<file path="src/rtl/quant_pkg.sv">
// Shared definitions for the quantizer back end: header field layout, beat width,
// packer state encoding. PACKER_CHECKSUM_EN adds the TRAILER state.
package quant_pkg;

  localparam int unsigned BEAT_WIDTH     = 64;
  localparam int unsigned MAX_VALID_BITS = 496;

  localparam int unsigned HDR_MASK_LSB = 0;
  localparam int unsigned HDR_MASK_W   = 16;
  localparam int unsigned HDR_NVB_LSB  = 16;
  localparam int unsigned HDR_NVB_W    = 9;
  localparam int unsigned HDR_K_LSB    = 25;
  localparam int unsigned HDR_K_W      = 5;
  localparam int unsigned HDR_P_LSB    = 30;
  localparam int unsigned HDR_P_W      = 4;

  typedef enum logic [2:0] {
    ST_IDLE,
    ST_HEADER,
    ST_PAYLOAD,
    ST_OUTLIER
`ifdef PACKER_CHECKSUM_EN
    , ST_TRAILER
`endif
  } packState_t;

  function automatic logic [4:0] popCount16(input logic [15:0] m);
    logic [4:0] c;
    c = '0;
    for (int unsigned i = 0; i < 16; i++) c = c + 5'(m[i]);
    return c;
  endfunction

endpackage

</file>
<file path="src/rtl/outlier_pick.sv">
// Finds the lowest and second-lowest set bit positions of a 16-bit mask.
module outlier_pick (
  input  logic [15:0] mask,
  output logic [3:0]  firstIdx,
  output logic [3:0]  secondIdx,
  output logic        firstFound,
  output logic        secondFound
);

  always_comb begin
    firstIdx    = '0;
    secondIdx   = '0;
    firstFound  = 1'b0;
    secondFound = 1'b0;
    for (int unsigned i = 0; i < 16; i++) begin
      if (mask[i]) begin
        if (!firstFound) begin
          firstFound = 1'b1;
          firstIdx   = 4'(i);
        end else if (!secondFound) begin
          secondFound = 1'b1;
          secondIdx   = 4'(i);
        end
      end
    end
  end

endmodule

</file>
<file path="src/rtl/quant_block_packer.sv">
// Serialises one quantized block as header, payload beats, outlier word pairs.
// Define PACKER_CHECKSUM_EN to append an XOR trailer beat carrying OutLast.
module quant_block_packer
  import quant_pkg::*;
#(
  parameter int unsigned L2_WIDTH        = 512,
  parameter int unsigned WordWidth_WIDTH = 32,
  parameter int unsigned NumOfWordsinBlk = 16,
  parameter int unsigned BEAT_WIDTH      = quant_pkg::BEAT_WIDTH
) (
  input  logic                                       clk,
  input  logic                                       rst,
  input  logic                                       InBlkValid,
  output logic                                       InBlkReady,
  input  logic [L2_WIDTH-1:0]                        QuantStr,
  input  logic [$clog2(MAX_VALID_BITS+1)-1:0]        NumValidBits,
  input  logic [NumOfWordsinBlk-1:0]                 IsOutlierArray,
  input  logic [NumOfWordsinBlk*WordWidth_WIDTH-1:0] InputWords,
  output logic [BEAT_WIDTH-1:0]                      OutBeat,
  output logic                                       OutValid,
  input  logic                                       OutReady,
  output logic                                       OutLast
);

  packState_t state, nextState;

  logic [L2_WIDTH-1:0]                        quantReg;
  logic [8:0]                                 nvbReg;
  logic [15:0]                                maskReg, workMask, clrMask;
  logic [NumOfWordsinBlk*WordWidth_WIDTH-1:0] wordsReg;
  logic [4:0]                                 kReg, kIn;
  logic [3:0]                                 pReg, kBeats;
  logic [2:0]                                 payIdx;
  logic [3:0]                                 outCnt;
  logic [9:0]                                 pSum, bitBase, remBits;
  logic [5:0]                                 kSum;
  logic                                       accept, hs, payLast, outLast, dataLast;
  logic [3:0]                                 firstIdx, secondIdx;
  logic                                       firstFound, secondFound;
  logic [BEAT_WIDTH-1:0]                      hdrBeat, payBeat, outBeatWord;
  logic [WordWidth_WIDTH-1:0]                 loWord, hiWord;
`ifdef PACKER_CHECKSUM_EN
  logic [BEAT_WIDTH-1:0]                      xorAcc;
  localparam packState_t DONE_STATE = ST_TRAILER;
`else
  localparam packState_t DONE_STATE = ST_IDLE;
`endif

  assign InBlkReady = (state == ST_IDLE) && !rst;
  assign accept     = InBlkValid && InBlkReady;
  assign hs         = OutValid && OutReady;

  assign kIn  = popCount16(IsOutlierArray);
  assign kSum = {1'b0, kIn} + 6'd1;
  assign pSum = {1'b0, NumValidBits} + 10'd63;

  outlier_pick uPick (
    .mask       (workMask),
    .firstIdx   (firstIdx),
    .secondIdx  (secondIdx),
    .firstFound (firstFound),
    .secondFound(secondFound)
  );

  always_comb begin
    hdrBeat = '0;
    hdrBeat[HDR_MASK_LSB +: HDR_MASK_W] = maskReg;
    hdrBeat[HDR_NVB_LSB  +: HDR_NVB_W]  = nvbReg;
    hdrBeat[HDR_K_LSB    +: HDR_K_W]    = kReg;
    hdrBeat[HDR_P_LSB    +: HDR_P_W]    = pReg;
  end

  // Bits past NumValidBits only ever fall inside the last payload beat.
  assign bitBase = {1'b0, payIdx, 6'd0};
  assign remBits = {1'b0, nvbReg} - bitBase;
  assign payBeat = quantReg[{payIdx, 6'd0} +: BEAT_WIDTH] &
                   ((remBits >= 10'd64) ? {BEAT_WIDTH{1'b1}} : ~({BEAT_WIDTH{1'b1}} << remBits[5:0]));

  assign loWord      = wordsReg[firstIdx*WordWidth_WIDTH +: WordWidth_WIDTH];
  assign hiWord      = secondFound ? wordsReg[secondIdx*WordWidth_WIDTH +: WordWidth_WIDTH] : '0;
  assign outBeatWord = {hiWord, loWord};
  assign clrMask     = (16'(firstFound) << firstIdx) | (16'(secondFound) << secondIdx);

  assign payLast = ({1'b0, payIdx} == (pReg - 4'd1));
  assign outLast = (outCnt == (kBeats - 4'd1));

  always_ff @(posedge clk) begin
    if (rst) state <= ST_IDLE;
    else     state <= nextState;
  end

  always_comb begin
    nextState = state;
    OutValid  = 1'b0;
    OutBeat   = '0;
    dataLast  = 1'b0;
    case (state)
      ST_IDLE: if (accept) nextState = ST_HEADER;
      ST_HEADER: begin
        OutValid = 1'b1;
        OutBeat  = hdrBeat;
        dataLast = (pReg == 4'd0) && (kReg == 5'd0);
        if (OutReady)
          nextState = (pReg != 4'd0) ? ST_PAYLOAD : (kReg != 5'd0) ? ST_OUTLIER : DONE_STATE;
      end
      ST_PAYLOAD: begin
        OutValid = 1'b1;
        OutBeat  = payBeat;
        dataLast = payLast && (kReg == 5'd0);
        if (OutReady && payLast) nextState = (kReg != 5'd0) ? ST_OUTLIER : DONE_STATE;
      end
      ST_OUTLIER: begin
        OutValid = 1'b1;
        OutBeat  = outBeatWord;
        dataLast = outLast;
        if (OutReady && outLast) nextState = DONE_STATE;
      end
`ifdef PACKER_CHECKSUM_EN
      ST_TRAILER: begin
        OutValid = 1'b1;
        OutBeat  = xorAcc;
        if (OutReady) nextState = ST_IDLE;
      end
`endif
      default: nextState = ST_IDLE;
    endcase
  end

`ifdef PACKER_CHECKSUM_EN
  assign OutLast = (state == ST_TRAILER);
`else
  assign OutLast = dataLast;
`endif

  always_ff @(posedge clk) begin
    if (rst) begin
      payIdx   <= '0;
      outCnt   <= '0;
      workMask <= '0;
`ifdef PACKER_CHECKSUM_EN
      xorAcc   <= '0;
`endif
    end else if (accept) begin
      quantReg <= QuantStr;
      nvbReg   <= NumValidBits;
      maskReg  <= IsOutlierArray;
      wordsReg <= InputWords;
      kReg     <= kIn;
      pReg     <= pSum[9:6];
      kBeats   <= kSum[4:1];
      workMask <= IsOutlierArray;
      payIdx   <= '0;
      outCnt   <= '0;
`ifdef PACKER_CHECKSUM_EN
      xorAcc   <= '0;
`endif
    end else if (hs) begin
      if (state == ST_PAYLOAD) payIdx <= payIdx + 3'd1;
      if (state == ST_OUTLIER) begin
        outCnt   <= outCnt + 4'd1;
        workMask <= workMask & ~clrMask;
      end
`ifdef PACKER_CHECKSUM_EN
      if (state != ST_TRAILER) xorAcc <= xorAcc ^ OutBeat;
`endif
    end
  end

endmodule

</file>
<file path="config.mk">
export PLATFORM = sky130hd
export DESIGN_NAME = quant_block_packer
export DESIGN_NICKNAME = d
export VERILOG_FILES = /design/src/rtl/quant_pkg.sv /design/src/rtl/outlier_pick.sv /design/src/rtl/quant_block_packer.sv
export SDC_FILE = /design/constraint.sdc
export NUM_CORES = 2
export LEC_CHECK = 0
export BUFFER_PORTS_ARGS = -buffer_cell sky130_fd_sc_hd__buf_2
export CAP_MARGIN = 15
export CORE_ASPECT_RATIO = 0.5
export CORE_MARGIN = 4
export CORE_UTILIZATION = 25
export DETAILED_ROUTE_END_ITERATION = 10
export REMOVE_ABC_BUFFERS = 1
export SLEW_MARGIN = 20
export SYNTH_ARGS = -nofsm -noshare
export SYNTH_HDL_FRONTEND = slang
export SYNTH_SLANG_ARGS = --single-unit
</file>
<file path="constraint.sdc">
create_clock -name clk -period 41.1 [get_ports clk]
set_input_delay 4.11 -clock clk [delete_from_list [all_inputs] [get_ports clk]]
set_output_delay 4.11 -clock clk [all_outputs]
set_load 0.02 [all_outputs]
</file>
## Yosys cells after proc, flatten, opt, wreduce, memory -nomap -nowiden

Index checks and enable logic that the tools add are counted.

- Add/sub/neg operators: 22
- Multipliers: 0
- Div/mod/pow operators: 0
- Order comparisons: 1
- Equality and inequality tests: 9
- Shifts and indexed selects: 6
- Muxes and demuxes: 135
- Bitwise gates (word level): 6
- Reductions and logical operators: 22

Operator list:

| operator | count |
|---|---|
| $shiftx 512x10->32 | 2 |
| $shiftx 512x10->64 | 1 |
| $mux 4 | 72 |
| $pmux 64 s3 | 1 |
| $and 64x64->64 | 1 |
| $mux 64 | 1 |
| $not 64->64 | 1 |
| $shl 64x6->64 const A | 1 |
| $add 5x1->5 | 11 |
| $mux 1 | 49 |
| $mux 16 | 3 |
| $mux 32 | 1 |
| $shl 1x4->16 | 2 |
| $and 16x16->16 | 1 |
| $not 16->16 | 1 |
| $or 16x16->16 | 1 |
| $mux 3 | 5 |
| $pmux 3 s4 | 1 |
| $add 9x6->10 const B | 1 |
| $ge 10x7->1 const B | 1 |
| $sub 9x9->10 | 1 |
| $ne 2x2->1 const B | 4 |
| $reduce_and 2->1 | 4 |
| $sub 4x1->4 const B | 2 |
| other kinds (25) | 33 |

- Register bits after elaboration: 1088
- Latch bits: 0
- RAM bits: 0
- Memory bits (read-only): 0
- Bits of input ports: 1053
- Output and inout port bits: 67
- Logic and storage cells: 212
- Memories: 0

## Logic depth before layout (Yosys ltp)

- Word-level depth: 52
- Gate-level depth with buffers: 19

## Hierarchy

Synthesis repeated with hierarchy kept, for this count alone.

- Cells, all modules: 2480
- Area total of the unflattened synthesis: 48156.2 µm²

Modules (own cells, without submodules):

| module | times used | cells each | area each (µm²) | seq. area each (µm²) |
|---|---|---|---|---|
| quant_block_packer | 1 | 2299 | 47057.6 | 32391.1 |
| outlier_pick | 1 | 181 | 1098.6 | 0.0 |

## Worst setup path before layout

OpenSTA, ideal clock, no wires.

- Path kind: input-to-reg
- Start point: in rst
- End point: reg kBeats[0] (enable)
- Setup time: 1.842 ns
- Arrival: 33.869 ns
- Data required time: 39.258 ns
- Slack: 5.389 ns
- Stages on the path: 6
- Buffers on the path: 3
- Path through: clkbuf_1 nor2_1 nand2_1 inv_1 clkbuf_1 clkbuf_1

- Longest elaborated chain between the ends: 4

Ends and longest elaborated chain:

| element | RTL line | text |
|---|---|---|
| from (decl) | quant_block_packer.sv:12 | `input logic rst,` |
| $logic_not 1->1 | quant_block_packer.sv:49 | `assign InBlkReady = (state == ST_IDLE) && !rst;` |
| $logic_and 1x1->1 | quant_block_packer.sv:49 |  |
| via InBlkReady | quant_block_packer.sv:14 | `output logic InBlkReady,` |
| $logic_and 1x1->1 | quant_block_packer.sv:50 | `assign accept = InBlkValid && InBlkReady;` |
| $reduce_and 2->1 (no source line) | - |  |
| to (signal assigned) | quant_block_packer.sv:150 | `kBeats <= kSum[4:1];` |
| to (decl) | quant_block_packer.sv:32 | `logic [3:0] pReg, kBeats;` |

The timed path passes the listed nets, and every way through them passes these cells.
A chain may end at the register's enable or synchronous reset.

## Worst setup path after layout

- Start point: reg workMask[0]
- End point: out OutBeat[60]

- Longest elaborated chain between the ends: 48

Ends and longest elaborated chain:

| element | RTL line | text |
|---|---|---|
| from (decl) | quant_block_packer.sv:29 | `logic [15:0] maskReg, workMask, clrMask;` |
| from (signal assigned) | quant_block_packer.sv:151 | `workMask <= IsOutlierArray;` |
| from (signal assigned) | quant_block_packer.sv:161 | `workMask <= workMask & ~clrMask;` |
| $mux 1 * | outlier_pick.sv:16 | `if (mask[i]) begin` |
| $mux 1 | outlier_pick.sv:17 | `if (!firstFound) begin` |
| $mux 4 / $mux 1 (equally long branches) | outlier_pick.sv:16 |  |
| $mux 4 | outlier_pick.sv:20 | `end else if (!secondFound) begin` |
| $mux 4 | outlier_pick.sv:17 |  |
| $mux 4 | outlier_pick.sv:16 |  |
| $mux 4 | outlier_pick.sv:20 |  |
| $mux 4 | outlier_pick.sv:17 |  |
| (+32 left out) | - |  |
| $mux 4 | outlier_pick.sv:17 |  |
| $mux 4 | outlier_pick.sv:16 |  |
| $mux 4 | outlier_pick.sv:20 |  |
| $mux 4 | outlier_pick.sv:17 |  |
| $mux 4 | outlier_pick.sv:16 |  |
| $shiftx 512x10->32 | quant_block_packer.sv:80 | `assign hiWord = secondFound ? wordsReg[secondIdx*WordWidth_WIDTH +: WordWidth_WIDTH] : '0;` |
| $mux 32 * | quant_block_packer.sv:80 |  |
| $pmux 64 s3 * | quant_block_packer.sv:97 | `case (state)` |
| to (decl) | quant_block_packer.sv:19 | `output logic [BEAT_WIDTH-1:0] OutBeat,` |

Every way passes the cells marked *; elsewhere a longest branch is shown, timed or not.

==> flow_summary.yaml <==
routing:
  post_drt_via_cell_ratio: 5.181
  vias: 37320
  drt-total-wl_um: 238300
  drt_first_pass_iters: 6
  drt_iter0_drc: 5266
  wire_per_inst_um: 33.08
  drcViolationCount: 0
  ant_nets: 0
pwr:
  power_frac_seq_pct: 38.9
  irDropWorstVdd_v: 0.0001031
  power.switching_mw: 1.413
  clock_power_share_pct: 26.5
  p_int_mw: 2.430
  p_per_area_nw_per_um2: 62.08
  total_power_mw: 3.843
  switching_share_pct: 36.76
  combPwrFrac_pct: 34.6
  power_leakage_nw: 22.82
critical_path:
  cpMaxStageDelayCell: "nor2_1"
  criticalPathCategory: "reg2out"
  regToRegSetupSlack_ns: 32.56
  cp_num_buf_inv: 3
  crit_path_max_fanout: 56
  r2r_end: "wordsReg[44]$_DFFE_PP_"
  reg2regPathDepth: 12
  reg2reg_from: "state[0]$_SDFFE_PP0P_"
  crit_path_end_kind: "output port"
  worstPathArrival_ns: 7.31
  crit_family: "simple AND/OR/NAND/NOR gates"
  crit_cells: 15
  crit_required_ns: 36.99
  crit_chain: "inv_1, ha_1, and4bb_1, nor3_2, nor2_1, o2111ai_1, nor3_1, a31o_2, or2_4, buf_4, nand2_1, o221ai_1, a31oi_1, nand3_1, buf_2"
  startpoint_type: "flip-flop"
  cpPeakStageDelay_ns: 0.68
cts:
  numCtsBuffers: 106
  ctsHoldBuffers: 0
  clock-sinks: 1087
  cts_resized: 0
  htree_levels: 3
  cts_tree: "yes"
  clk-insertion-delay-late_ns: 0.76
  clockRootBuffer: "clkbuf_16"
  clockBufferDepth: 3
  path_clk_slew_ns: 0.07
  cts_setup_buffers: 0
floorplanning:
  core_um2: 196700
  boundaryPins: 1120
  initial_core_util_pct: 25.15
  die_h_um: 322.6
  fp-row-count: 115
  die_area_um2: 205500
  die_width_um: 637.1
sta:
  finalHoldViolCount: 0
  rsz0062_at_grt: "false"
  slew_headroom_pct: 18.33
  setup_violations: 0
  max_freq_mhz: 87.53
  min_period_ns: 11.42
  slew_violations: 0
  skew_ns: 0.07911
  worst_pin_slew_ns: 1.225
  post-route-period-util_pct: 27.80
  fin_setup_tns_ns: 0
synth:
  netlist_instances: 3330
  synth_area_um2: 49480
  synth.area.mux_share_pct: 16.66
  synth_top_family_by_area: "multiplexers"
  yosysSeqAreaShare_pct: 65.47
  async_reset_ff_share_pct: 0
  syn_avg_cell_area_um2: 14.86
  synth_xor_area_share_pct: 0.4426
  synth_compound_area_share_pct: 8.424
  yosys.area_share.simple_pct: 5.518
  ys_types: 80
  ys_ff_latch: 1087
  synth-adder-area-share_pct: 1.072
  yosysWarnings: 0
  synth_ff_type: "edfxtp_1"
  synth_edf_count: 1062
global_route:
  grt-ovfl-total: 0
  track_usage_pct: 21.98
  grt_pass1_wl_um: 308700
  antenna_found_initial: 171
  grt_max_degree: 181
  busiest_layer: "met2"
  use_met3_pct: 4.414
  grt_pass1_vias: 34920
  grt.met2_usage_pct: 34.54
  use_met1_pct: 29.16
run:
  maxCapViolCount: 0
final_layout:
  layoutNonFillerInstCount: 7203
  drive_gt1_share_pct: 35.83
  multiInputGateArea_um2: 16070
  regArea_um2: 32400
  fillers: 19790
  syn_to_final_growth_pct: 25.11
  nets: 5486
min_path:
  hold_start: "outCnt[1]$_SDFFE_PP0P_"
  worst_hold_path_type: "reg2reg"
  worstHoldPathCells: 2
  hold_end: "outCnt[1]$_SDFFE_PP0P_"
placement:
  port_buffers: 1119
  gp_congestion: 0.9594
  dp_hpwl_um: 184300
  dp.cells: 6921
run_status:
  status: "complete, no violations"
registers in the layout (all words and copies together), names as in the netlist, 4 cells and up:
name      cells
kBeats        4
kReg          5
maskReg      16
nvbReg        9
outCnt        4
pReg          4
quantReg    512
wordsReg    512
workMask     16
worst min-delay path, stage by stage, from the launching register on:
cell,delay (ns)
dfxtp_1,0.35
nand2_1,0.07
a21oi_1,0.05
worst max-delay path by stage:
stage / startpoint / endpoint / slack (ns)
detailed placement: rst / wordsReg[332]$_DFFE_PP_ / 29.33
global route: workMask[0]$_SDFFE_PP0P_ / OutBeat[60] / 29.34
global placement: rst / wordsReg[332]$_DFFE_PP_ / 29.40
floorplan: workMask[0]$_SDFFE_PP0P_ / OutBeat[59] / 2.36
CTS: workMask[0]$_SDFFE_PP0P_ / OutBeat[60] / 29.66
finish: workMask[0]$_SDFFE_PP0P_ / OutBeat[60] / 29.68
power groups by stage:
stage | Combinational (mW) | Sequential [mW] | Clock [mW]
6_report | 1.33 | 1.50 | 1.02
5_1_grt | 1.39 | 1.50 | 1.08
4_1_cts | 1.31 | 1.49 | 1.03
3_5_place_dp | 1.30 | 1.51 | 0
3_3_place_gp | 1.30 | 1.51 | 0
2_1_floorplan | 1.28 | 1.62 | 0
metal layers:
metal,vias to the layer above,routed length [um]
met4,12,12080
met2,2255,110000
li1,15440,-
met3,521,20370
met1,19090,95670
met5,-,87
cell usage after synthesis, types with 6 or more instances:
cell,n,area [um^2]
a32oi_1,11,96.34
mux2_2,66,743.2
a211oi_1,25,187.7
nor2b_1,16,100.1
nand4_1,8,50.05
or3_1,12,75.07
a22oi_1,18,135.1
a2111oi_0,14,122.6
nor2_1,114,427.9
o221ai_1,10,87.58
edfxtp_1,1062,31890
ha_1,24,300.3
dfxtp_1,25,500.5
nor4_1,14,87.58
nand3_1,74,370.4
o31ai_1,9,67.56
fa_1,11,220.2
nand2b_1,18,112.6
a31oi_1,20,125.1
buf_4,20,150.1
mux4_2,129,2905
o21ai_0,160,800.8
or2_2,11,68.82
mux2i_1,459,4594
xnor2_1,18,157.7
o311ai_0,6,52.55
buf_2,52,260.3
and3_1,7,43.79
or4_1,8,60.06
o211ai_1,48,360.4
xor2_1,7,61.31
inv_1,41,153.9
buf_1,35,131.4
o22ai_1,135,844.6
nor3_1,32,160.2
nand2_1,233,874.6
a21oi_1,166,830.8
clkbuf_1,123,461.7
cells in the final DEF (no fill, tap or decap), types with 11 or more instances in the layout:
cell type	Yosys	layout
buf_2	52	1119
edfxtp_1	1062	1062
mux2i_1	459	459
nand2_1	233	231
a21oi_1	166	166
o21ai_0	160	160
o22ai_1	135	135
mux4_2	129	129
nor2_1	114	111
clkbuf_16	0	106
diode_2	0	80
nand3_1	74	74
buf_4	20	68
mux2_2	66	66
o211ai_1	48	48
inv_1	41	39
nor3_1	32	32
a211oi_1	25	25
clkinv_1	1	24
dfxtp_1	25	22
clkinv_2	0	21
ha_1	24	21
a31oi_1	20	20
xnor2_1	18	18
a22oi_1	18	18
nor2b_1	16	16
nand2b_1	18	15
nor4_1	14	14
clkbuf_1	123	13
or3_1	12	12
clkinvlp_4	0	12
or2_2	11	11
a32oi_1	11	11
fa_1	11	11
cell type report:
class	count	share of cell area, %
timing repair buffer	1193	10.05
sequential	1087	52.34
antenna	80	0.3234
clock inverter	82	1.368
tap	2632	5.320
multi-input combinational	1968	25.96
inverter	42	0.2688
clock buffer	119	4.364
stage by stage:
step | instance area (um^2) | util, % | setup WS [ns] | hold slack [ns]
after floorplan | 48440 | - | 2.361 | 0.4778
after global placement | 58090 | 29.53 | 29.40 | 0.5046
after detailed placement | 58120 | 29.55 | 29.33 | 0.5057
after CTS | 61670 | 31.35 | 29.66 | 0.5150
after global routing | 61870 | 31.45 | 29.34 | 0.5719
final | 61900 | 31.47 | 29.68 | 0.5194
kinds of logic after synthesis:
kind of cell	Yosys count
and+or+nand+nor	579
xor gates and xnor gates	25
AOI/OAI and AO/OA	674
adders and majority gates	36
buffers and inverters	275
muxes	654
DFF	1087
Power figures use the tool's default switching activity.
